`config.mk`:
```
export PLATFORM = sky130hd
export DESIGN_NAME = sdram_state_ctrl_flat
export DESIGN_NICKNAME = d
export VERILOG_FILES = /design/src/rtl/sdram_state_ctrl_if.sv /design/src/rtl/sdram_state_ctrl.sv /design/src/flat_wrapper.sv
export SDC_FILE = /design/constraint.sdc
export NUM_CORES = 1
export LEC_CHECK = 0
export CAP_MARGIN = 10
export CORE_ASPECT_RATIO = 0.6
export CORE_UTILIZATION = 40
export DETAILED_ROUTE_END_ITERATION = 6
export PLACE_DENSITY_LB_ADDON = 0.2
export SETUP_SLACK_MARGIN = 0.2
export SYNTH_ARGS = -nofsm -noshare
export SYNTH_HDL_FRONTEND = slang
export SYNTH_SLANG_ARGS = --single-unit
```
`constraint.sdc`:
```
create_clock -name clk -period 3.5 [get_ports clk]
set_input_delay 0.525 -clock clk [delete_from_list [all_inputs] [get_ports clk]]
set_output_delay 0.525 -clock clk [all_outputs]
set_load 0.05 [all_outputs]
```
`src/rtl/sdram_state_ctrl_if.sv`:
```
// sdram_state_ctrl_if -- request/acknowledge bundle between an SDRAM client
// (master) and the SDRAM command-state controller (slave).
//
// Handshake: sdram_wr_req / sdram_rd_req are level requests. The client raises
// one with a stable burst length and holds it until it sees the matching
// sdram_wr_ack / sdram_rd_ack data-phase strobe. The controller samples the
// request only while idle. The ack strobes mark the data beats. A request
// dropped after the first ack never shortens the transaction already started.
interface sdram_state_ctrl_if;
  logic       sdram_wr_req;
  logic       sdram_rd_req;
  logic [9:0] sdram_wr_burst;
  logic [9:0] sdram_rd_burst;
  logic       sdram_wr_ack;
  logic       sdram_rd_ack;
  logic       sdram_rd_wr;
  logic       sdram_init_done;

  modport master (
    output sdram_wr_req,
    output sdram_rd_req,
    output sdram_wr_burst,
    output sdram_rd_burst,
    input  sdram_wr_ack,
    input  sdram_rd_ack,
    input  sdram_rd_wr,
    input  sdram_init_done
  );

  modport slave (
    input  sdram_wr_req,
    input  sdram_rd_req,
    input  sdram_wr_burst,
    input  sdram_rd_burst,
    output sdram_wr_ack,
    output sdram_rd_ack,
    output sdram_rd_wr,
    output sdram_init_done
  );
endinterface

```
`src/rtl/sdram_state_ctrl.sv`:
```
// sdram_state_ctrl -- SDRAM power-up initialisation and access/refresh
// sequencing. It produces the init and work state codes and the cycles-in-state
// count (cnt_clk) that a downstream encoder turns into SDRAM commands.
//
// Optional macro SDRAM_FAST_INIT_EN: when defined, the power-up NOP wait is
// 20 cycles and the refresh period is 100 cycles, whatever the parameters say.
// When undefined, INIT_WAIT and REF_INTERVAL apply.
module sdram_state_ctrl #(
  parameter int INIT_WAIT    = 20000,
  parameter int REF_INTERVAL = 780,
  parameter int TRP_CLK      = 3,
  parameter int TRC_CLK      = 7,
  parameter int TRSC_CLK     = 3,
  parameter int TRCD_CLK     = 3,
  parameter int CAS_LAT      = 3,
  parameter int TWR_CLK      = 2
) (
  input  logic                     clk,
  input  logic                     rst_n,
  sdram_state_ctrl_if.slave        bus,
  output logic [4:0]               init_state,
  output logic [3:0]               work_state,
  output logic [9:0]               cnt_clk
);

`ifdef SDRAM_FAST_INIT_EN
  localparam int NOP_WAIT   = 20;
  localparam int REF_PERIOD = 100;
`else
  localparam int NOP_WAIT   = INIT_WAIT;
  localparam int REF_PERIOD = REF_INTERVAL;
`endif

  // The NOP wait can exceed the 10-bit cnt_clk range, so it has its own timer.
  localparam int NOP_W = (NOP_WAIT > 1) ? $clog2(NOP_WAIT) : 1;
  localparam int REF_W = (REF_PERIOD > 1) ? $clog2(REF_PERIOD) : 1;

  localparam logic [NOP_W-1:0] NOP_LAST  = NOP_W'(NOP_WAIT - 1);
  localparam logic [REF_W-1:0] REF_LAST  = REF_W'(REF_PERIOD - 1);
  localparam logic [9:0]       TRP_LAST  = 10'(TRP_CLK - 1);
  localparam logic [9:0]       TRC_LAST  = 10'(TRC_CLK - 1);
  localparam logic [9:0]       TRSC_LAST = 10'(TRSC_CLK - 1);
  localparam logic [9:0]       TRCD_LAST = 10'(TRCD_CLK - 1);
  localparam logic [9:0]       CL_LAST   = 10'(CAS_LAT - 1);
  localparam logic [9:0]       TWR_LAST  = 10'(TWR_CLK - 1);

  typedef enum logic [4:0] {
    I_NOP  = 5'd0,
    I_PRE  = 5'd1,
    I_TRP  = 5'd2,
    I_AR   = 5'd3,
    I_TRF  = 5'd4,
    I_MRS  = 5'd5,
    I_TRSC = 5'd6,
    I_DONE = 5'd7
  } init_t;

  typedef enum logic [3:0] {
    W_IDLE   = 4'd0,
    W_ACTIVE = 4'd1,
    W_TRCD   = 4'd2,
    W_READ   = 4'd3,
    W_CL     = 4'd4,
    W_RD     = 4'd5,
    W_WRITE  = 4'd6,
    W_WD     = 4'd7,
    W_TWR    = 4'd8,
    W_PRE    = 4'd9,
    W_TRP    = 4'd10,
    W_AR     = 4'd11,
    W_TRFC   = 4'd12
  } work_t;

  init_t             init_q;
  init_t             init_next;
  work_t             work_q;
  work_t             work_next;
  logic [9:0]        cnt_q;
  logic [NOP_W-1:0]  nop_cnt;
  logic [2:0]        ar_cnt;
  logic [REF_W-1:0]  ref_cnt;
  logic              ref_pending;
  logic              ref_expire;
  logic              ar_entry;
  logic              access_start;
  logic              rd_wr_q;
  logic [9:0]        wr_len;
  logic [9:0]        rd_len;
  logic [9:0]        wd_last;
  logic [9:0]        rd_last;
  logic              wr_ack_q;
  logic              rd_ack_q;
  logic              init_done_q;

  // A zero burst length is a one-word burst.
  function automatic logic [9:0] eff_len(input logic [9:0] b);
    return (b == 10'd0) ? 10'd1 : b;
  endfunction

  assign init_state = init_q;
  assign work_state = work_q;
  assign cnt_clk    = cnt_q;

  assign bus.sdram_wr_ack    = wr_ack_q;
  assign bus.sdram_rd_ack    = rd_ack_q;
  assign bus.sdram_rd_wr     = rd_wr_q;
  assign bus.sdram_init_done = init_done_q;

  // W_WD holds the beats after the one in W_WRITE; W_RD holds every read beat.
  assign wd_last = wr_len - 10'd2;
  assign rd_last = rd_len - 10'd1;

  // The refresh timer only runs once initialisation has completed.
  assign ref_expire   = (init_q == I_DONE) && (ref_cnt == REF_LAST);
  assign ar_entry     = (work_q == W_IDLE) && (work_next == W_AR);
  assign access_start = (work_q == W_IDLE) && (work_next == W_ACTIVE);

  // Next-state decode for the init and work sequencers.
  always_comb begin
    init_next = init_q;
    work_next = work_q;

    case (init_q)
      I_NOP:   if (nop_cnt == NOP_LAST) init_next = I_PRE;
      I_PRE:   init_next = I_TRP;
      I_TRP:   if (cnt_q == TRP_LAST) init_next = I_AR;
      I_AR:    init_next = I_TRF;
      // Eight auto-refresh rounds; ar_cnt counts the rounds already finished.
      I_TRF:   if (cnt_q == TRC_LAST) init_next = (ar_cnt == 3'd7) ? I_MRS : I_AR;
      I_MRS:   init_next = I_TRSC;
      I_TRSC:  if (cnt_q == TRSC_LAST) init_next = I_DONE;
      I_DONE:  init_next = I_DONE;
      default: init_next = I_NOP;
    endcase

    case (work_q)
      // Refresh beats write, write beats read. Nothing starts before init ends.
      W_IDLE: begin
        if (init_q == I_DONE) begin
          if (ref_pending)
            work_next = W_AR;
          else if (bus.sdram_wr_req || bus.sdram_rd_req)
            work_next = W_ACTIVE;
        end
      end
      W_AR:     work_next = W_TRFC;
      W_TRFC:   if (cnt_q == TRC_LAST) work_next = W_IDLE;
      W_ACTIVE: work_next = W_TRCD;
      W_TRCD:   if (cnt_q == TRCD_LAST) work_next = rd_wr_q ? W_READ : W_WRITE;
      W_WRITE:  work_next = (wr_len == 10'd1) ? W_TWR : W_WD;
      W_WD:     if (cnt_q == wd_last) work_next = W_TWR;
      W_TWR:    if (cnt_q == TWR_LAST) work_next = W_PRE;
      W_READ:   work_next = W_CL;
      W_CL:     if (cnt_q == CL_LAST) work_next = W_RD;
      W_RD:     if (cnt_q == rd_last) work_next = W_PRE;
      W_PRE:    work_next = W_TRP;
      W_TRP:    if (cnt_q == TRP_LAST) work_next = W_IDLE;
      default:  work_next = W_IDLE;
    endcase
  end

  // State registers, timers, refresh bookkeeping and registered outputs.
  always_ff @(posedge clk) begin
    if (!rst_n) begin
      init_q      <= I_NOP;
      work_q      <= W_IDLE;
      cnt_q       <= 10'd0;
      nop_cnt     <= '0;
      ar_cnt      <= 3'd0;
      ref_cnt     <= '0;
      ref_pending <= 1'b0;
      rd_wr_q     <= 1'b1;
      wr_len      <= 10'd1;
      rd_len      <= 10'd1;
      wr_ack_q    <= 1'b0;
      rd_ack_q    <= 1'b0;
      init_done_q <= 1'b0;
    end else begin
      init_q <= init_next;
      work_q <= work_next;

      // cnt_clk restarts on any state change and otherwise saturates at 1023.
      if ((init_next != init_q) || (work_next != work_q))
        cnt_q <= 10'd0;
      else if (cnt_q != 10'h3ff)
        cnt_q <= cnt_q + 10'd1;

      if ((init_q == I_NOP) && (init_next == I_NOP))
        nop_cnt <= nop_cnt + NOP_W'(1);
      else
        nop_cnt <= '0;

      if ((init_q == I_TRF) && (init_next == I_AR))
        ar_cnt <= ar_cnt + 3'd1;

      if (init_q == I_DONE) begin
        if (ref_expire)
          ref_cnt <= '0;
        else
          ref_cnt <= ref_cnt + REF_W'(1);
      end

      // Expiries while already pending collapse into one; a fresh expiry on
      // the W_AR entry edge keeps the request alive.
      ref_pending <= ref_expire || (ref_pending && !ar_entry);

      // Direction and both burst lengths are frozen for the whole access.
      if (access_start) begin
        rd_wr_q <= !bus.sdram_wr_req;
        wr_len  <= eff_len(bus.sdram_wr_burst);
        rd_len  <= eff_len(bus.sdram_rd_burst);
      end

      wr_ack_q    <= (work_next == W_WRITE) || (work_next == W_WD);
      rd_ack_q    <= (work_next == W_RD);
      init_done_q <= (init_next == I_DONE);
    end
  end

endmodule

```
`src/flat_wrapper.sv`:
```
// flat-port wrapper written by rule: the top's interface ports become plain ports
module sdram_state_ctrl_flat 
#(
  parameter int INIT_WAIT    = 20000,
  parameter int REF_INTERVAL = 780,
  parameter int TRP_CLK      = 3,
  parameter int TRC_CLK      = 7,
  parameter int TRSC_CLK     = 3,
  parameter int TRCD_CLK     = 3,
  parameter int CAS_LAT      = 3,
  parameter int TWR_CLK      = 2
)
  (clk, rst_n, init_state, work_state, cnt_clk, bus_sdram_wr_req, bus_sdram_rd_req, bus_sdram_wr_burst, bus_sdram_rd_burst, bus_sdram_wr_ack, bus_sdram_rd_ack, bus_sdram_rd_wr, bus_sdram_init_done);
  sdram_state_ctrl_if bus_i ();
  input  logic clk;
  input  logic rst_n;
  output logic [4:0] init_state;
  output logic [3:0] work_state;
  output logic [9:0] cnt_clk;
  input wire logic [$bits(bus_i.sdram_wr_req)-1:0] bus_sdram_wr_req;
  input wire logic [$bits(bus_i.sdram_rd_req)-1:0] bus_sdram_rd_req;
  input wire logic [$bits(bus_i.sdram_wr_burst)-1:0] bus_sdram_wr_burst;
  input wire logic [$bits(bus_i.sdram_rd_burst)-1:0] bus_sdram_rd_burst;
  output wire logic [$bits(bus_i.sdram_wr_ack)-1:0] bus_sdram_wr_ack;
  output wire logic [$bits(bus_i.sdram_rd_ack)-1:0] bus_sdram_rd_ack;
  output wire logic [$bits(bus_i.sdram_rd_wr)-1:0] bus_sdram_rd_wr;
  output wire logic [$bits(bus_i.sdram_init_done)-1:0] bus_sdram_init_done;
  assign bus_i.sdram_wr_req = bus_sdram_wr_req;
  assign bus_i.sdram_rd_req = bus_sdram_rd_req;
  assign bus_i.sdram_wr_burst = bus_sdram_wr_burst;
  assign bus_i.sdram_rd_burst = bus_sdram_rd_burst;
  assign bus_sdram_wr_ack = bus_i.sdram_wr_ack;
  assign bus_sdram_rd_ack = bus_i.sdram_rd_ack;
  assign bus_sdram_rd_wr = bus_i.sdram_rd_wr;
  assign bus_sdram_init_done = bus_i.sdram_init_done;
  sdram_state_ctrl #(.INIT_WAIT(INIT_WAIT), .REF_INTERVAL(REF_INTERVAL), .TRP_CLK(TRP_CLK), .TRC_CLK(TRC_CLK), .TRSC_CLK(TRSC_CLK), .TRCD_CLK(TRCD_CLK), .CAS_LAT(CAS_LAT), .TWR_CLK(TWR_CLK)) u_core (.clk(clk), .rst_n(rst_n), .bus(bus_i), .init_state(init_state), .work_state(work_state), .cnt_clk(cnt_clk));
endmodule
```
After elaboration in Yosys (flattened, before gate mapping). Index checks and enable logic that the tools add are counted.

Memories kept: 0. ROM bits: 0. Output and inout port bits: 23. Flip-flop bits (word level): 72. Bits in latches: 0. Memory bits (writable): 0. Input bits: 24.

Shift-type cells: 0. $add $sub $neg: 6. Multiplexer cells: 22. $mul: 0. Divide/modulo/power cells: 0. Reductions and logical operators: 19. Eq/ne operators: 38. Bitwise logic cells: 1. Magnitude comparators: 0.

Operator list (count): $pmux W4 S13 (1); $mux W4 (11); $pmux W5 S8 (1); $mux W10 (3); $eq A4 B3 Y1 const B (7); $eq A5 B3 Y1 const B (5); $eq A4 B4 Y1 const B (6); $add A10 B1 Y10 const B (2); $eq A10 B1 Y1 const B (2); $eq A10 B10 Y1 (2); $logic_not A10 Y1 (2); $mux W5 (4); $add A15 B1 Y15 const B (1); $eq A15 B15 Y1 const B (1); $eq A5 B2 Y1 const B (3); $eq A10 B10 Y1 const B (1); $eq A10 B2 Y1 const B (1); $eq A10 B3 Y1 const B (1); $logic_not A5 Y1 (2); $ne A10 B10 Y1 const B (1); $sub A10 B1 Y10 const B (1); $sub A10 B2 Y10 const B (1); $eq A4 B1 Y1 const B (2); $eq A4 B2 Y1 const B (2); other kinds (13) (23).

Depth between registers and ports, before layout. Gate-level depths: netlist (run 1).

Depth after elaboration: 10. Depth in mapped cells: 11. Mapped depth without buffers: 9.

Least setup slack after synthesis (run 1). OpenSTA, ideal clock, no wires.

Path kind: reg2reg. From: register u_core.cnt_q[0] (netlist: u_core.cnt_clk[0]). To: register u_core.cnt_q[7] (netlist: u_core.cnt_clk[7]). Library setup time: 0.100 ns. Cell stages (with the launch flop): 11. Period minus slack after synthesis: 2.754 ns. Slack: 0.746 ns. Data arrival time: 2.655 ns. Cell sequence: dfxtp_1 -> clkbuf_2 -> inv_1 -> ha_1 -> and3_1 -> buf_4 -> and4_1 -> a211oi_1 -> and2b_4 -> o22ai_4 -> a2111oi_4.

Word-level cells in the longest chain between the ends: 6. Elaborated cells between the ends (all ways): 23. Classes of those cells: add/sub (1); eq/ne (8); mux (12); reduce/logical (2).

RTL lines: start, declared (RTL line sdram_state_ctrl.sv:78) `logic [9:0] cnt_q;`; start signal, assigned (RTL line sdram_state_ctrl.sv:186) `cnt_q <= cnt_q + 10'd1;`; $eq A10 B2 Y1, or another cell as far along; $mux W4, or another cell as far along (RTL line sdram_state_ctrl.sv:157) `W_TRP: if (cnt_q == TRP_LAST) work_next = W_IDLE;`; $pmux W4 S13 / $pmux W5 S8 (equally long branches) (RTL line sdram_state_ctrl.sv:136, sdram_state_ctrl.sv:123); $ne A4 B4 Y1 / $ne A5 B5 Y1 (equally long branches) (RTL line sdram_state_ctrl.sv:183) `if ((init_next != init_q) || (work_next != work_q))`; $logic_or A1 B1 Y1 (RTL line sdram_state_ctrl.sv:183); $reduce_or A2 Y1 (no source line).

Several ways; a longest one is shown, not always the timed one. A chain may end at the register's enable or synchronous reset.

Final worst setup path (run 1).
From: register u_core.rd_len[0]. To: register u_core.cnt_q[2] (netlist: u_core.cnt_clk[2]).

Word-level cells in the longest chain between the ends: 7.

RTL lines: start, declared (RTL line sdram_state_ctrl.sv:88) `logic [9:0] rd_len;`; start signal, assigned (RTL line sdram_state_ctrl.sv:211) `rd_len <= eff_len(bus.sdram_rd_burst);`; $sub A10 B1 Y10 (RTL line sdram_state_ctrl.sv:111) `assign rd_last = rd_len - 10'd1;`; $eq A10 B10 Y1 (RTL line sdram_state_ctrl.sv:155) `W_RD: if (cnt_q == rd_last) work_next = W_PRE;`; $mux W4 (RTL line sdram_state_ctrl.sv:155); $pmux W4 S13 (RTL line sdram_state_ctrl.sv:136) `case (work_q)`; $ne A4 B4 Y1 (RTL line sdram_state_ctrl.sv:183); $logic_or A1 B1 Y1 (RTL line sdram_state_ctrl.sv:183); $reduce_or A2 Y1 (no source line).

Every way passes these cells.

==> summary.txt, run 1 <==
Status
  – Status: complete, no violations

Setup path
  – CP Launch Type: flip-flop
  – R2r worst-path depth: 9
  – Worst r2r src: u_core.rd_len[0]
  – CP Data Required Time: ~3700 ps
  – Critical path startpoint: u_core.rd_len[0]
  – Worst-path fanout max: 10
  – Endpoint of the worst-slack reg-to-reg timing path: u_core.cnt_clk[2]
  – Critical path arrival: around 3000 ps
  – Worst setup EP type: flip-flop
  – Crit path kind: flip-flop to flip-flop
  – FF-to-FF setup slack: approximately 750 ps

Finish
  – Ratio of cells with drive above 1 in the final layout: under 10%
  – Fillers: roughly 950
  – Most common cell after layout, fill and taps aside: nor2_1
  – Synth-to-layout area growth: 18.1%
  – Final Instance Area: ~5000 µm²
  – # diodes: 0
  – Commonest non-fill, non-tap cells in the layout: nor2_1, dfxtp_1, clkdlybuf4s50_1
  – Final #Nets: 565

Min path
  – Hold Path Depth: 1
  – Hold Startpoint: u_core.nop_cnt[0]
  – Worst Hold End: u_core.nop_cnt[0]
  – Class of the worst hold path: flip-flop to flip-flop

Power and ir drop
  – Internal Power: about 1400 µW
  – Clock power frac: roughly half
  – P_sw: roughly 410 µW
  – Highest ir drop seen on vdd: ~0.26 mV
  – Comb pwr share: 4.9%
  – Switching part of the total: 22.6%
  – Reg power frac: approximately 45%
  – PwrDens: around 370 nW/µm²
  – P_leak: ~0.0019 µW

Route
  – Post-route DRC: 0
  – Post-Route WL: 10500 µm
  – DRT Pass-1 Iters: 4
  – Vias per cell: ~5.5
  – Post-DRT Antenna Nets: 0
  – Iter 0 DRT Violations: 354
  – Drt wl/cell: between 15 and 20 µm
  – Vias post-DR: about 3700

Clocking
  – CTS Buffer Depth: 2
  – Worst skew pair latency: 340 ps
  – CTS tree: built
  – TritonCTS buffer count: 9
  – CTS resizes: 0
  – Hold buffers post-CTS: 0
  – Clock transition at path regs: around 60 ps
  – CTS HTree Levels: 3
  – # Post-CTS Setup Buffers: 0
  – Num Clock Sinks: 72
  – CTS root buf: clkbuf_16

Die
  – Die extent in x: 135 µm
  – Core Area: between 10000 and 15000 µm²
  – Die area: approximately 11000 µm²
  – Initial Utilization: between 40% and 50%
  – I/O pin cnt: 47
  – Die H: around 82 µm
  – Cell Rows: 28

Synth
  – Largest family of logic cells by synthesized area: simple AND/OR/NAND/NOR gates
  – Synth Area in XOR/XNOR: under 10%
  – Synth area leader: dfxtp_1
  – Top post-synthesis cells by area: dfxtp_1, nor2_1, mux2i_1
  – Adder-cell share of the synthesized area: 2.66%
  – Share of the synthesized area in the top cell type: between 30 and 40%
  – Synth Area in Simple Gates: a little under a third
  – Cells after Synth: roughly 500
  – Yosys warnings: 0
  – FFs w/ async S/R, synth: 0%
  – FF+latch count, synth: just over 70
  – Synthesized area: roughly 4200 µm²
  – EDFF count, synth: 0
  – Synth unique cells: slightly above 70
  – Mux cell area share after synthesis: between 5 and 6%
  – Register area share after synthesis: around a third
  – Compound-Gate Fraction of Synth Area: between 10 and 15%
  – Synthesized area per cell: ~8.5 µm²
  – Commonest register cell after synthesis: dfxtp_1

Global route
  – Grt met3 use: under 10%
  – Initial antenna violation count: 0
  – Met2 Use GR: between 20% and 30%
  – Vias in the first global route: approximately 3300
  – Most crowded layer after global routing: met1
  – First-pass GRT wire length: between 15000 and 20000 µm
  – Total GRT Usage: 20.8%
  – Largest net degree at the start of global routing: 29
  – Gr ovfl total: 0
  – GRT met1 Usage: a little under a third

STA
  – Fmax: 364 MHz
  – Period utilization: 78.6%
  – Total negative slack for setup checks: 0 ps
  – Slew Limit Headroom: 53.3%
  – Skew final: around 11 ps
  – Setup violators final: 0
  – Slew Limit Fails: 0
  – Worst-Margin Slew: roughly 700 ps
  – Final Hold Fails: 0
  – RSZ-0062 raised after global routing: no
  – Crit path time final: 2750 ps
  – Final WS setup: between 700 and 800 ps

Placement
  – Placed cell area: around 4700 µm²
  – Post-Place Worst Slack: between 700 and 800 ps
  – IO buf count: 46
  – Post-DP HPWL: slightly below 8000 µm
  – RePlAce Congestion: 0.885

Job
  – Maxcap violations: 0
registers in the layout, summed over array words and instances (netlist names):
name / cells
u_core.bus.sdram_rd_ack: 1
u_core.rd_len: 10
u_core.cnt_clk: 10
u_core.bus.sdram_rd_wr: 1
u_core.wr_len: 10
u_core.work_state: 4
u_core.ref_cnt: 10
u_core.bus.sdram_init_done: 1
u_core.init_state: 5
u_core.ar_cnt: 3
u_core.ref_pending: 1
u_core.bus.sdram_wr_ack: 1
u_core.nop_cnt: 15
layer usage:
metal | part of all wire, % | up-vias
met1 | 55 | 1719
met5 | 0 | -
met3 | 6.1 | 9
met2 | 38 | 119
li1 | - | 1846
met4 | 0.93 | 0
layout make-up:
type | instances | area [µm²] | share of cell area (%)
clock inverters | 7 | 70.1 | 1.40
well taps | 135 | 169 | 3.37
clock buffers | 9 | 225 | 4.50
multi-input cells | 384 | 2560 | 51.2
flip-flops and latches | 72 | 1440 | 28.8
inverters | 17 | 63.8 | 1.27
repair buffers | 48 | 475 | 9.50
power groups by stage:
| stage | sequential, µW | clock (µW) | combinational [µW] |
|---|---|---|---|
| after global routing | 830 | 969 | 96.3 |
| after global placement | 848 | 0 | 88.9 |
| after detailed placement | 848 | 0 | 88.6 |
| after CTS | 830 | 928 | 89.1 |
| after floorplan | 856 | 0 | 36.9 |
| final | 830 | 908 | 89.4 |
worst max-delay path by stage:
stage | end | slack (ps)
2_1_floorplan | u_core.cnt_clk[7] | 750
3_3_place_gp | u_core.wr_len[7] | 870
3_5_place_dp | u_core.wr_len[8] | 800
6_report | u_core.cnt_clk[2] | 750
5_1_grt | u_core.cnt_clk[6] | 440
4_1_cts | u_core.cnt_clk[2] | 790
critical path: stages (launching register included):
cell and delay [ps]:
dfxtp_1 500, inv_1 80, ha_1 310, xnor2_1 130, a211o_1 220, nor4_1 250, nand4_1 200, o31a_4 380
nor3_4 390, nor4_1 130
Yosys cell counts (9+ instances only):
master and instances:
xor2_1 22, nor3_1 15, nand3_1 16, dfxtp_1 72
inv_1 16, nor4_1 18, mux2i_1 23, xnor2_1 22
o21ai_0 11, ha_1 9, nand4_1 16, nand2_1 36
nor2_1 77
cells by family (layout without fill, tap and decap cells):
kind of cell,after synthesis,count (layout)
AND/OR/NAND/NOR,240,240
flip-flops,72,72
AO/OA/AOI/OAI,65,65
XOR/XNOR,45,45
buffers and inverters,43,81
multiplexers,23,23
adder cells (fa/ha/maj),9,9
other,1,2
through the flow:
step	instances	util (%)	total power, µW	hold slack, ps
2_1_floorplan	499	-	893	430
3_3_place_gp	656	46.7	937	439
3_5_place_dp	656	46.7	936	450
4_1_cts	672	49.6	1850	467
5_1_grt	672	49.6	1900	488
6_report	672	49.6	1830	463
No activity file was read; power rests on OpenSTA's default activity.
==> inputs of run 2 (changes only) <==
==> constraint.sdc (replaced) <==
create_clock -name clk -period 2.6 [get_ports clk]
set_input_delay 0.39 -clock clk [delete_from_list [all_inputs] [get_ports clk]]
set_output_delay 0.39 -clock clk [all_outputs]
set_load 0.05 [all_outputs]
==> run 2 against run 1 <==
Net effect:
- clock skew decreased by 3.5 ps
- first-iteration DRC count decreased by 36%
- total power increased by 40%
- wire length increased by 5.6%
- die area unchanged
- non-clock buffer count increased by 22
- setup slack got worse by 570 ps
- via count increased by 3.0%
- highest routed layer unchanged
==> summary.txt, run 2 (synthesis results as in run 1) <==
STA
  – Slew Limit Fails: 0 (unchanged)
  – Setup violators final: 0 (unchanged)
  – Skew final: 7.09 ps (was 10.6 ps)
  – Slew Limit Headroom: 49.3% (was 53.3%)
  – Worst-Margin Slew: 759 ps (was 699 ps)
  – Total negative slack for setup checks: 0 ps (unchanged)
  – RSZ-0062 raised after global routing: yes (was no)
  – Period utilization: 93.0% (was 78.6%)
  – Final Hold Fails: 0 (unchanged)
  – Fmax: 414 MHz (was 364 MHz)
  – Crit path time final: 2420 ps (was 2750 ps)

Route
  – Post-Route WL: 11000 µm (was 10500 µm)
  – Vias post-DR: 3803 (was 3693)
  – Iter 0 DRT Violations: 227 (was 354)
  – Vias per cell: 5.48 (was 5.50)
  – Post-DRT Antenna Nets: 0 (unchanged)
  – Post-route DRC: 0 (unchanged)
  – DRT Pass-1 Iters: 4 (unchanged)
  – Drt wl/cell: 15.9 µm (was 15.6 µm)

Die
  – Cell Rows: 28 (unchanged)
  – Die area: 11000 µm² (unchanged)
  – Initial Utilization: 42.0% (unchanged)
  – Die H: 81.8 µm (unchanged)
  – I/O pin cnt: 47 (unchanged)
  – Die extent in x: 135 µm (unchanged)
  – Core Area: 10100 µm² (unchanged)

Finish
  – Final #Nets: 587 (was 565)
  – Final std cells w/o fill: 694 (was 672)
  – FF+latch area: 1470 µm² (was 1440 µm²)
  – # diodes: 0 (unchanged)
  – Final Instance Area: 5440 µm² (was 5010 µm²)
  – Synth-to-layout area growth: 28.2% (was 18.1%)
  – Number of flip-flops under the largest register name: 15 (unchanged)
  – Most common cell after layout, fill and taps aside: nor2_1 (unchanged)
  – Largest Register: u_core.nop_cnt (unchanged)
  – Fillers: 949 (was 948)
  – Final core utilization: 53.9% (was 49.6%)
  – Commonest non-fill, non-tap cells in the layout: nor2_1, dfxtp_1, clkdlybuf4s50_1 (unchanged)
  – Ratio of cells with drive above 1 in the final layout: 19.0% (was 8.19%)
  – Multi-input logic area: 2730 µm² (was 2560 µm²)

Global route
  – First-pass GRT wire length: 17700 µm (was 17500 µm)
  – Vias in the first global route: 3407 (was 3326)
  – Largest net degree at the start of global routing: 29 (unchanged)
  – Initial antenna violation count: 0 (unchanged)
  – Total GRT Usage: 21.0% (was 20.8%)
  – Gr ovfl total: 0 (unchanged)

Setup path
  – Crit-path leading delay family: compound AO/OA/AOI/OAI gates (was simple AND/OR/NAND/NOR gates)
  – CP cell instances: or3b_1 > or2_4 > o41ai_4 > a211oi_4 > nand2_2 > o22ai_4 > buf_4 > a2111oi_4 (was inv_1 > ha_1 > xnor2_1 > a211o_1 > nor4_1 > nand4_1 > o31a_4 > nor3_4 > nor4_1)
  – CP Data Required Time: 2840 ps (was 3700 ps)
  – Worst setup EP type: flip-flop (unchanged)
  – Buf+Inv Stages, Crit Path: 1 (unchanged)
  – Critical path arrival: 2650 ps (was 2950 ps)
  – Worst-path fanout max: 7 (was 10)
  – CP Launch Type: flip-flop (unchanged)
  – Slowest cell on the critical path: or3b_1 (was dfxtp_1)
  – Worst path max stage delay: 430 ps (was 500 ps)
  – Crit path kind: flip-flop to flip-flop (unchanged)

Clocking
  – TritonCTS buffer count: 9 (unchanged)
  – CTS root buf: clkbuf_16 (unchanged)
  – CTS tree: built (unchanged)
  – CTS HTree Levels: 3 (unchanged)
  – Worst skew pair latency: 340 ps (about the same)
  – CTS Buffer Depth: 2 (unchanged)
  – Clock transition at path regs: 60 ps (about the same)
  – Num Clock Sinks: 72 (unchanged)

Power and ir drop
  – PwrDens: 471 nW/µm² (was 365 nW/µm²)
  – Highest ir drop seen on vdd: 0.310 mV (was 0.258 mV)
  – P_leak: 0.00210 µW (was 0.00191 µW)
  – Pwr Total: 2560 µW (was 1830 µW)

Placement
  – Post-placement cell count: 672 (was 656)
  – RePlAce Congestion: 0.872 (was 0.885)
  – Post-DP HPWL: 8120 µm (was 7850 µm)
  – Placed cell area: 4880 µm² (was 4710 µm²)
  – IO buf count: 46 (unchanged)

Min path
  – Class of the worst hold path: flip-flop to flip-flop (unchanged)

Status
  – Status: complete, no violations (unchanged)

Job
  – Maxcap violations: 0 (unchanged)
## run 2: changes by cell type in the layout (fill, tap and decap cells not counted), moves of 8 or more
cell	change
buf_4	+18
dfxtp_1	-17
dfxtp_2	+15
nor4_1	-10
nor4_2	+8
## run 2: per-layer routing
layer	routed length, µm	global-route usage [%]
met4	93	6.07
met1	5890	31.2
met2	4400	29.2
met3	663	5.62
met5	0	0
## run 2: layout make-up
| class | instances | share of cell area, % |
|---|---|---|
| multi-input cells | 384 | 50.3 |
| flip-flops and latches | 72 | 27.0 |
| clock inverters | 5 | 1.13 |
| clock buffers | 11 | 4.86 |
| inverters | 17 | 1.17 |
| repair buffers | 70 | 12.4 |
| well taps | 135 | 3.11 |
## run 2: path summary, 6_finish.rpt
kind | startpoint | to | slack [ps] | cells after the start
min | u_core.nop_cnt[0] | u_core.nop_cnt[0] | 480 | 1
max reg2reg | u_core.init_state[2] | u_core.cnt_clk[7] | 180 | 8
min reg2reg | u_core.nop_cnt[0] | u_core.nop_cnt[0] | 480 | 1
max | u_core.init_state[2] | u_core.cnt_clk[7] | 180 | 8
## run 2: where the power goes
group	internal, µW	switching (µW)	leakage, µW
clock	832	487	0.000161
combinational	58.9	66.7	0.00135
sequential	1110	10.4	0.000588
total	2000	564	0.00210
## run 2: per-stage QoR
step / hold WS, ps / setup WS (ps)
3_5_place_dp: 469 / 122
6_report: 479 / 182
5_1_grt: 498 / 52.3
4_1_cts: 481 / 187
2_1_floorplan: 430 / 212
3_3_place_gp: 441 / 218
## run 2: timing repair
| action | in CTS | in global routing |
|---|---|---|
| endpoints found under the setup margin | 13 | 37 |
| pin swaps | 5 | 5 |
| endpoints found under the hold margin | 0 | 0 |
| gates cloned | 0 | 0 |
| hold buffers | 0 | 0 |
| buffers inserted | 3 | 3 |
| resized for setup | 17 | 21 |
==> inputs of run 3 (changes only) <==
--- a/config.mk
+++ b/config.mk
@@ -8,7 +8,9 @@
 export CAP_MARGIN = 10
 export CORE_ASPECT_RATIO = 0.6
 export CORE_UTILIZATION = 40
+export CTS_CLUSTER_SIZE = 30
 export DETAILED_ROUTE_END_ITERATION = 6
+export GPL_TIMING_DRIVEN = 0
 export PLACE_DENSITY_LB_ADDON = 0.2
 export SETUP_SLACK_MARGIN = 0.2
 export SYNTH_ARGS = -nofsm -noshare
==> run 3 against run 2 <==
Net effect:
- setup slack got worse by 100 ps
- critical endpoint is now u_core.bus.sdram_rd_ack
- combinational power increased by 17%
- clock-buffer cell count is the same
- clock power is essentially flat
- die area stayed put
- worst hold slack worse by 9.8 ps
- wire length is 7.3% higher
- register-to-register slack got worse by 100 ps
- cell count increased by 2.9%
- non-clock buffer count grew 20
==> summary.txt, run 3 (synthesis results as in run 1) <==
Setup path
  – Critical path arrival: 2740 ps (was 2650 ps)
  – Worst-path fanout max: 7 (unchanged)
  – Crit path kind: flip-flop to flip-flop (unchanged)
  – CP Launch Type: flip-flop (unchanged)
  – CP Data Required Time: 2820 ps (was 2840 ps)
  – FF-to-FF setup slack: 80 ps (was 180 ps)
  – Worst setup EP type: flip-flop (unchanged)
  – Critical path startpoint: u_core.rd_len[1] (was u_core.init_state[2])
  – Worst r2r src: u_core.rd_len[1] (was u_core.init_state[2])
  – Endpoint of the worst-slack reg-to-reg timing path: u_core.bus.sdram_rd_ack (was u_core.cnt_clk[7])
  – R2r worst-path depth: 9 (was 8)

Power and ir drop
  – Clock power frac: 50.8% (was 51.5%)
  – P_leak: 0.00215 µW (was 0.00210 µW)
  – P_sw: 579 µW (was 564 µW)
  – Pwr Total: 2560 µW (about the same)
  – Reg power frac: 43.5% (was 43.6%)
  – Internal Power: 1980 µW (was 2000 µW)
  – Comb pwr share: 5.7% (was 4.9%)
  – Switching part of the total: 22.6% (was 22.0%)
  – PwrDens: 451 nW/µm² (was 471 nW/µm²)
  – Highest ir drop seen on vdd: 0.326 mV (was 0.310 mV)

STA
  – RSZ-0062 raised after global routing: yes (unchanged)
  – Period utilization: 96.8% (was 93.0%)
  – Final Hold Fails: 0 (unchanged)
  – Slew Limit Headroom: 55.0% (was 49.3%)
  – Setup violators final: 0 (unchanged)
  – Final WS setup: 81.9 ps (was 182 ps)
  – Slew Limit Fails: 0 (unchanged)
  – Fmax: 397 MHz (was 414 MHz)
  – Worst-Margin Slew: 669 ps (was 759 ps)
  – Total negative slack for setup checks: 0 ps (unchanged)
  – Crit path time final: 2520 ps (was 2420 ps)
  – Skew final: 8.58 ps (was 7.09 ps)

Clocking
  – CTS HTree Levels: 3 (unchanged)
  – Clock transition at path regs: 60 ps (about the same)
  – Worst skew pair latency: 330 ps (was 340 ps)
  – Num Clock Sinks: 72 (unchanged)
  – CTS tree: built (unchanged)
  – CTS root buf: clkbuf_16 (unchanged)
  – TritonCTS buffer count: 9 (unchanged)
  – CTS Buffer Depth: 2 (unchanged)

Route
  – Iter 0 DRT Violations: 278 (was 227)
  – Drt wl/cell: 16.6 µm (was 15.9 µm)
  – Post-Route WL: 11900 µm (was 11000 µm)
  – Post-DRT Antenna Nets: 0 (unchanged)
  – DRT Pass-1 Iters: 4 (unchanged)
  – Vias post-DR: 3968 (was 3803)
  – Post-route DRC: 0 (unchanged)
  – Vias per cell: 5.56 (was 5.48)

Min path
  – Hold Path Depth: 1 (unchanged)
  – Hold Startpoint: u_core.nop_cnt[0] (unchanged)
  – Class of the worst hold path: flip-flop to flip-flop (unchanged)
  – Worst Hold End: u_core.nop_cnt[0] (unchanged)

Finish
  – Largest Register: u_core.nop_cnt (unchanged)
  – Ratio of cells with drive above 1 in the final layout: 22.3% (was 19.0%)
  – Final core utilization: 56.2% (was 53.9%)
  – Number of flip-flops under the largest register name: 15 (unchanged)
  – # diodes: 0 (unchanged)
  – Synth-to-layout area growth: 33.8% (was 28.2%)
  – Most common cell after layout, fill and taps aside: nor2_1 (unchanged)
  – Final #Nets: 607 (was 587)
  – Commonest non-fill, non-tap cells in the layout: nor2_1, dfxtp_1, clkdlybuf4s50_1 (unchanged)

Die
  – I/O pin cnt: 47 (unchanged)
  – Cell Rows: 28 (unchanged)
  – Die area: 11000 µm² (unchanged)
  – Die H: 81.8 µm (unchanged)
  – Core Area: 10100 µm² (unchanged)
  – Initial Utilization: 42.0% (unchanged)
  – Die extent in x: 135 µm (unchanged)

Global route
  – Largest net degree at the start of global routing: 14 (was 29)
  – Initial antenna violation count: 0 (unchanged)
  – Gr ovfl total: 0 (unchanged)
  – Vias in the first global route: 3560 (was 3407)
  – Total GRT Usage: 21.7% (was 21.0%)
  – First-pass GRT wire length: 18300 µm (was 17700 µm)

Job
  – Maxcap violations: 0 (unchanged)

Placement
  – RePlAce Congestion: 0.876 (was 0.872)
  – IO buf count: 45 (was 46)
  – Post-Place Worst Slack: -144 ps (was 122 ps)
  – Post-DP HPWL: 8420 µm (was 8120 µm)

Status
  – Status: complete, no violations (unchanged)
[run 3: changes by cell type in the layout (fill, tap and decap cells not counted), moves of 3 or more]
cell	previous run	this run
dfxtp_2	15	12
clkbuf_8	1	4
buf_6	2	10
clkbuf_1	0	6
clkbuf_4	0	3
buf_4	20	17
[run 3: worst max-delay path by stage]
stage	slack (ps)	end	cells past startpoint
3_5_place_dp	-140	u_core.nop_cnt[12]	9
2_1_floorplan	210	u_core.cnt_clk[1]	10
3_3_place_gp	-130	u_core.cnt_clk[8]	10
4_1_cts	130	u_core.cnt_clk[4]	10
5_1_grt	-20	u_core.bus.sdram_rd_ack	9
6_report	80	u_core.bus.sdram_rd_ack	9
[run 3: final cells by class]
class                   count  area, µm²
fillers                   902       4420
multi-input cells         384       2810
flip-flops and latches     72       1470
repair buffers             64        621
clock buffers              11        254
plain buffers              26        221
well taps                 135        169
inverters                  17       63.8
clock inverters             5       62.6
[run 3: repair_timing]
action | 4_1_cts | 5_1_grt
pin swaps | 29 | 11
buffers inserted | 12 | 7
setup endpoints to repair | 50 | 42
hold buffers | 0 | 0
gates resized for setup | 35 | 32
[run 3: per-layer routing]
layer,GRT usage (%),share of wire [%],up-vias
met5,0,0,-
met4,6.52,1.1,0
met3,5.62,7.7,12
met2,29.6,40,163
met1,32.5,51,1870
li1,-,-,1923
[run 3: power groups by stage]
stage               Combinational, µW  Sequential, µW  Clock [µW]
floorplan                        49.8            1150           0
global placement                  128            1140           0
finish                            147            1110        1300
CTS                               139            1110        1320
global route                      154            1110        1380
detailed placement                129            1140           0
[run 3: metrics by stage]
stage	hold WS, ps	area, µm²	instances
global route	506	5670	714
floorplan	430	4270	499
CTS	473	5500	707
detailed placement	456	4890	679
global placement	445	4890	679
finish	469	5670	714
[run 3: worst max-delay path, stage by stage (launching register included)]
cell	delay (ps)
dfxtp_4	390
inv_1	80
ha_4	240
xnor2_1	130
a211o_1	250
nor4_2	290
nand4_1	230
or3_4	440
o211a_1	160
and3_4	190
